<file path="src/rtl/evm_tally.sv">
// Vote tally for a 4-candidate poll: counts locked votes, picks the winner on close,
// then streams per-candidate counts over a valid/ready result port.
module evm_tally #(
  parameter int unsigned CNT_W     = 4,
  parameter int unsigned MAX_VOTES = 8
) (
  input  logic             clk,
  input  logic             reset,
  input  logic             vote_valid,
  input  logic [1:0]       vote_option,
  input  logic             poll_close,
  input  logic             poll_open,
  input  logic             res_ready,
  output logic             vote_ack,
  output logic             vote_reject,
  output logic             res_valid,
  output logic [1:0]       res_cand,
  output logic [CNT_W-1:0] res_count,
  output logic             res_last,
  output logic [1:0]       winner,
  output logic             winner_valid,
  output logic             tie,
  output logic [CNT_W-1:0] total_votes,
  output logic             full,
  output logic             poll_active
);

  localparam int unsigned NUM_CAND = 4;

  typedef enum logic [1:0] {
    S_OPEN   = 2'd0,
    S_CLOSED = 2'd1,
    S_REPORT = 2'd2,
    S_DONE   = 2'd3
  } state_t;

  state_t           state_q, state_d;
  logic [CNT_W-1:0] cnt_q [NUM_CAND];
  logic [1:0]       beat_q;
  logic [1:0]       win_c;
  logic             tie_c;
  logic [CNT_W-1:0] best_c;
  logic [2:0]       n_max_c;
  logic             accept_c;

  // State register
  always_ff @(posedge clk or negedge reset) begin
    if (!reset) state_q <= S_OPEN;
    else        state_q <= state_d;
  end

  // Next-state logic; a vote in the closing cycle is still counted by the datapath
  always_comb begin
    state_d = state_q;
    case (state_q)
      S_OPEN:   if (poll_close) state_d = S_CLOSED;
      S_CLOSED: state_d = S_REPORT;
      S_REPORT: if (res_ready && beat_q == 2'd3) state_d = S_DONE;
      S_DONE:   if (poll_open) state_d = S_OPEN;
      default:  state_d = S_OPEN;
    endcase
  end

  // Winner search: strict greater-than keeps the lowest index on ties
  always_comb begin
    win_c   = 2'd0;
    best_c  = cnt_q[0];
    n_max_c = 3'd0;
    for (int i = 1; i < NUM_CAND; i++) begin
      if (cnt_q[i] > best_c) begin
        best_c = cnt_q[i];
        win_c  = 2'(i);
      end
    end
    for (int i = 0; i < NUM_CAND; i++) begin
      if (cnt_q[i] == best_c) n_max_c = n_max_c + 3'd1;
    end
    tie_c = (n_max_c >= 3'd2);
  end

  assign full     = (total_votes == CNT_W'(MAX_VOTES));
  assign accept_c = vote_valid && (state_q == S_OPEN) && !full;

  // Counters, vote responses and result registers
  always_ff @(posedge clk or negedge reset) begin
    if (!reset) begin
      for (int i = 0; i < NUM_CAND; i++) cnt_q[i] <= '0;
      total_votes  <= '0;
      beat_q       <= 2'd0;
      winner       <= 2'd0;
      tie          <= 1'b0;
      winner_valid <= 1'b0;
      vote_ack     <= 1'b0;
      vote_reject  <= 1'b0;
    end else begin
      vote_ack    <= accept_c;
      vote_reject <= vote_valid && !accept_c;
      if (accept_c) begin
        cnt_q[vote_option] <= cnt_q[vote_option] + CNT_W'(1);
        total_votes        <= total_votes + CNT_W'(1);
      end
      case (state_q)
        S_CLOSED: begin
          winner       <= win_c;
          tie          <= tie_c;
          winner_valid <= 1'b1;
          beat_q       <= 2'd0;
        end
        S_REPORT: begin
          if (res_ready) beat_q <= beat_q + 2'd1;
        end
        S_DONE: begin
          if (poll_open) begin
            for (int i = 0; i < NUM_CAND; i++) cnt_q[i] <= '0;
            total_votes  <= '0;
            winner       <= 2'd0;
            tie          <= 1'b0;
            winner_valid <= 1'b0;
          end
        end
        default: ;
      endcase
    end
  end

  assign poll_active = (state_q == S_OPEN);
  assign res_valid   = (state_q == S_REPORT);
  assign res_cand    = res_valid ? beat_q : 2'd0;
  assign res_count   = res_valid ? cnt_q[beat_q] : '0;
  assign res_last    = res_valid && (beat_q == 2'd3);

endmodule

</file>
<file path="config.mk">
export PLATFORM = sky130hd
export DESIGN_NAME = evm_tally
export DESIGN_NICKNAME = d
export VERILOG_FILES = /design/src/rtl/evm_tally.sv
export SDC_FILE = /design/constraint.sdc
export NUM_CORES = 1
export LEC_CHECK = 0
export ABC_AREA = 1
export BUFFER_PORTS_ARGS = -buffer_cell sky130_fd_sc_hd__buf_2
export CAP_MARGIN = 40
export CELL_PAD_IN_SITES_DETAIL_PLACEMENT = 2
export CELL_PAD_IN_SITES_GLOBAL_PLACEMENT = 2
export CORE_MARGIN = 2
export CORE_UTILIZATION = 38
export CTS_BUF_LIST = sky130_fd_sc_hd__clkbuf_8
export DETAILED_ROUTE_END_ITERATION = 8
export HOLD_SLACK_MARGIN = 0.15
export PLACE_DENSITY = 0.95
export SETUP_SLACK_MARGIN = 0.3
export SYNTH_ARGS = -nofsm -noshare
export SYNTH_HDL_FRONTEND = slang
export SYNTH_SLANG_ARGS = --single-unit
</file>
<file path="constraint.sdc">
create_clock -name clk -period 15.8 [get_ports clk]
set_clock_uncertainty 0.2 [all_clocks]
set_input_delay 3.95 -clock clk [delete_from_list [all_inputs] [get_ports clk]]
set_output_delay 3.95 -clock clk [all_outputs]
set_load 0.05 [all_outputs]
</file>
# After elaboration in Yosys (flattened, before gate mapping)
# Cells that the tools add are included.
op_classes:
  n_addsub: 6
  reduce_logical: 14
  n_lt_le_gt_ge: 7
  muxes: 37
  n_bitwise: 2
  n_eq_ne: 13
ops:
  columns: ["cell", "count"]
  rows:
  - ["2-to-1 mux 16 bit", 3]
  - ["2-to-1 mux 4 bit", 12]
  - ["binary-select mux 4 bit (select 2 bit)", 2]
  - ["bitwise mux 16 bit", 1]
  - ["== test 4 bit", 4]
  - ["2-to-1 mux 2 bit", 7]
  - ["> comparator 4 bit", 3]
  - ["adder 3 x 1 -> 3 bit (second input constant)", 3]
  - ["2-to-1 mux 3 bit", 3]
  - ["adder 4 x 1 -> 4 bit (second input constant)", 2]
  - ["demux 4 bit (select 2 bit)", 1]
  - ["case mux 2 bit (2 select lines)", 2]
  - ["case mux 2 bit (4 select lines)", 1]
  - ["== test 2 bit (second input constant)", 3]
  - [">= comparator 3 bit (second input constant)", 2]
  - ["logical AND 1 bit", 6]
  - ["inequality test 2 bit (second input constant)", 3]
  - ["NOT 2 -> 3 bit", 2]
  - ["== test 4 bit (second input constant)", 1]
  - ["case mux 1 bit (2 select lines)", 2]
  - ["AND reduction 2 bit", 2]
  - ["nonzero test 2 bit", 2]
  - [">= comparator 3 x 2 -> 1 bit (second input constant)", 1]
  - ["less-than comparator 3 x 1 -> 1 bit (second input constant)", 1]
  - ["other kinds (7)", 10]
totals:
  output_inout_bits: 20
  in_bits: 8
  register_bits: 30

# Depth between registers and ports, before layout
logic_depth:
  ltp_word: 16
  mapped_depth: 44
  mapped_depth_nobuf: 44

# Least setup slack after synthesis
# No wires, ideal clock.
synth_timing:
  path_kind: "reg2out"
  startpoint: "register state_q[0]"
  endpoint: "output res_count[0]"
  setup_slack_ns: 9.498
  required_time_ns: 11.650
  arrival_ns: 2.152
  path_stages_with_launch: 6
  path_buffers: 1
  path_cell_list: "dfrtp_1 -> inv_1 -> ha_1 -> clkbuf_1 -> inv_1 -> a21oi_1"
synth_between:
  elab_chain_cells: 2
synth_rtl:
  columns: ["element", "line", "rtl"]
  rows:
  - ["start, declared", "37", "state_t state_q, state_d;"]
  - ["start signal, assigned", "49", "else state_q <= state_d;"]
  - ["== test 2 bit", "127", "assign res_valid = (state_q == S_REPORT);"]
  - ["via res_valid", "16", "output logic res_valid,"]
  - ["2-to-1 mux 4 bit", "129", "assign res_count = res_valid ? cnt_q[beat_q] : '0;"]
  - ["end, declared", "18", "output logic [CNT_W-1:0] res_count,"]
# The timed path passes the listed nets, and every way through them passes these cells.

# Worst setup path in the final report
layout_timing:
  startpoint: "register beat_q[0]"
  endpoint: "output res_count[0]"
layout_between:
  elab_chain_cells: 5
layout_rtl:
  columns: ["element", "line", "rtl"]
  rows:
  - ["start, declared", "39", "logic [1:0] beat_q;"]
  - ["start signal, assigned", "110", "if (res_ready) beat_q <= beat_q + 2'd1;"]
  - ["NOT 2 -> 3 bit (implied by the code)", "129", null]
  - ["binary-select mux 4 bit (select 2 bit)", "129", null]
  - ["2-to-1 mux 4 bit (implied by the code) (2 in series)", "129", null]
  - ["2-to-1 mux 4 bit", "129", null]
# No other way between the ends. The select of a mux whose other input is x is not followed.

==> flow_metrics.py <==
metrics = {
    "synth": {
        "syn_area_um2": 2700,
        "yosysTopAreaCell": "dfrtp_1",
        "yosys_most_used_dff": "dfrtp_1",
        "ys_async_sr_fraction_pct": 100,
        "synthTopCellsByCount": "nand2_1, inv_1, nand3_1",
        "ys_ff_latch": 30,
        "syn_nets": 408,
        "yosys-top-cells-area": "dfrtp_1, ha_1, nand2_1, inv_1, nand3_1",
        "ys_seq_area_share_pct": 27.8,
        "synth_cell_types": 36,
        "yosysTopAreaCellShare_pct": 27.8,
        "yosysMostFrequentCell": "nand2_1",
        "synthCells": 377,
        "synth_edf_count": 0,
        "avgSynthCellArea_um2": 7.16,
        "ys_warn_count": 0,
    },
    "setup_path": {
        "path_class": "register to output pin",
        "endpoint_kind": "output pin",
        "crit_path_max_fanout": 11,
        "cp.arrival_ns": 2.17,
        "r2r_cells": 40,
        "cpPeakStageDelay_ns": 0.62,
        "critical_path_depth": 5,
        "required_ns": 11.65,
        "path_delay_family": "buffers and inverters",
        "critPathBufInv": 2,
        "cp-start-kind": "register",
        "cp_cell_sequence": "clkinv_1 -> a21oi_1 -> o21ai_0 -> a21oi_1 -> buf_2",
        "crit_top_cell": "a21oi_1",
        "crit_slowest_cell": "dfrtp_1",
    },
    "clock_network": {
        "cts_buffers": 5,
        "clock-sinks": 30,
        "clk_path_buf_depth": 2,
        "clk_latency_ns": 0.30,
        "cts-htree-levels": 2,
        "cts_root_buf": "clkbuf_8",
        "cts_tree": "built",
        "clkTransAtPathRegs_ns": 0.07,
        "cts_hold_buf": 0,
        "postCtsSetupBuffers": 0,
        "cts_resized": 0,
    },
    "die": {
        "initial_utilization_pct": 39.5,
        "die_w_um": 88.3,
        "core-area_um2": 6830,
        "die_area_um2": 7790,
        "rows": 30,
        "fp.dieH_um": 88.3,
        "num_io_pins": 28,
    },
    "routing": {
        "post_drt_wl_per_cell_um": 24.7,
        "route.layer.met1.wl_um": 4800,
        "route.antenna.remaining_nets": 0,
        "first_iter_violations": 106,
        "drt_pass1_iterations": 6,
        "dr_total_vias": 2966,
        "drc": 0,
        "wl_um": 12400,
        "met3_length_um": 514,
        "via_per_inst": 5.90,
        "routed-wl-met2_um": 6380,
        "highest_layer": "met4",
    },
    "grt": {
        "track_usage_pct": 33.8,
        "grt_pass1_vias": 3406,
        "antenna_found_initial": 0,
        "grt_pass1_wl_um": 19300,
        "grt_overflow_total": 0,
        "grt_max_degree": 31,
    },
    "timing": {
        "fin_crit_ns": 6.32,
        "drv_slew": 0,
        "fin_crit_sh_pct": 40.0,
        "finalSetupViolCount": 0,
        "slew_headroom_pct": 50.7,
        "hold_viol": 0,
        "tns_ns": 0,
        "fmax_mhz": 158,
        "worst_pin_slew_ns": 0.739,
        "fin_ws_ns": 9.48,
        "rsz0062_at_grt": "no",
    },
    "placed_design": {
        "place_congestion": 0.892,
        "io_buffers": 27,
        "pre_cts_slack_ns": 9.88,
        "place_hpwl_um": 8520,
    },
    "run": {
        "max_cap_viol_count": 0,
    },
    "outcome": {
        "outcome": "completed",
    },
    "layout": {
        "antennaDiodeCount": 0,
        "fillers": 810,
        "drive_above_1_share_pct": 18.2,
        "area_delta_synth_final_pct": 12.2,
        "nets": 437,
    },
    "worst_hold_path": {
        "hold_class": "register to register",
        "hold_depth": 2,
    },
}
==> layout make-up <==
type / count / area, um2 / share of cell area (%)
sequential: 30 / 751 / 24.8
timing repair buffer: 27 / 135 / 4.46
inverter: 67 / 254 / 8.39
clock buffer: 6 / 82.6 / 2.73
clock inverter: 2 / 12.5 / 0.413
tap: 96 / 120 / 3.97
multi-input combinational: 275 / 1670 / 55.2
==> registers in the layout, summed over array words and instances (netlist names) <==
| register | count |
|---|---|
| winner | 2 |
| state_q | 2 |
| beat_q | 2 |
| winner_valid | 1 |
| vote_ack | 1 |
| total_votes | 4 |
| vote_reject | 1 |
| cnt_q | 16 |
| tie | 1 |
==> placed cells by master (no fill, tap or decap), drive strengths merged, types with 2 or more instances in the layout <==
| cell type | instances |
|---|---|
| nand2 | 83 |
| inv | 65 |
| nand3 | 49 |
| a21oi | 39 |
| o21ai | 32 |
| dfrtp | 30 |
| buf | 27 |
| ha | 23 |
| nor2 | 18 |
| xor2 | 8 |
| nand4 | 6 |
| clkbuf | 6 |
| o22ai | 3 |
| clkinv | 3 |
| xnor2 | 2 |
| o221ai | 2 |
| a221oi | 2 |
| nor3 | 2 |
| a22o | 2 |
==> through the flow <==
stage / utilization [%] / hold WS (ns) / cells / area (um2)
2_1_floorplan: - / 0.357 / 377 / 2700
3_3_place_gp: 42.9 / 0.280 / 495 / 2930
3_5_place_dp: 42.9 / 0.275 / 495 / 2930
4_1_cts: 44.3 / 0.308 / 503 / 3030
5_1_grt: 44.3 / 0.326 / 503 / 3030
6_report: 44.3 / 0.310 / 503 / 3030
==> logic make-up (layout without fill, tap and decap cells) <==
| kind of cell | Yosys count | in the layout | synth area share [%] |
|---|---|---|---|
| AND/OR/NAND/NOR | 160 | 160 | 31.4 |
| AO/OA/AOI/OAI | 82 | 82 | 16.7 |
| buffers and inverters | 72 | 102 | 10.2 |
| flip-flops | 30 | 30 | 27.8 |
| adder cells (fa/ha/maj) | 23 | 23 | 10.7 |
| XOR/XNOR | 10 | 10 | 3.25 |
==> per-layer routing <==
layer | up-vias | global-route usage, %
met1 | 1512 | 37.0
li1 | 1301 | -
met4 | 0 | 18.9
met5 | - | 0
met2 | 102 | 61.8
met3 | 51 | 5.50
==> final timing paths <==
kind / start / to / slack, ns
worst min register to register: tie / tie / 0.31
worst min-delay path: tie / tie / 0.31
min in group asynchronous: reset / total_votes[1] / 3.51
worst max register to register: cnt_q[13] / tie / 9.78
worst max-delay path: beat_q[0] / res_count[0] / 9.48
max in group asynchronous: reset / cnt_q[1] / 11.41
==> worst register-to-register path, delay by kind of cell, from the launching register on <==
kind	cells	cell delay (ns)
buffers and inverters	7	0.59
adder cells (fa/ha/maj)	5	1.44
flip-flops	1	0.49
AO/OA/AOI/OAI	4	0.41
XOR/XNOR	2	0.45
AND/OR/NAND/NOR	22	2.30
Power is left out: the tool's default activity adds up to more than one toggle a clock period on the data nets, which glitch-free logic cannot reach.
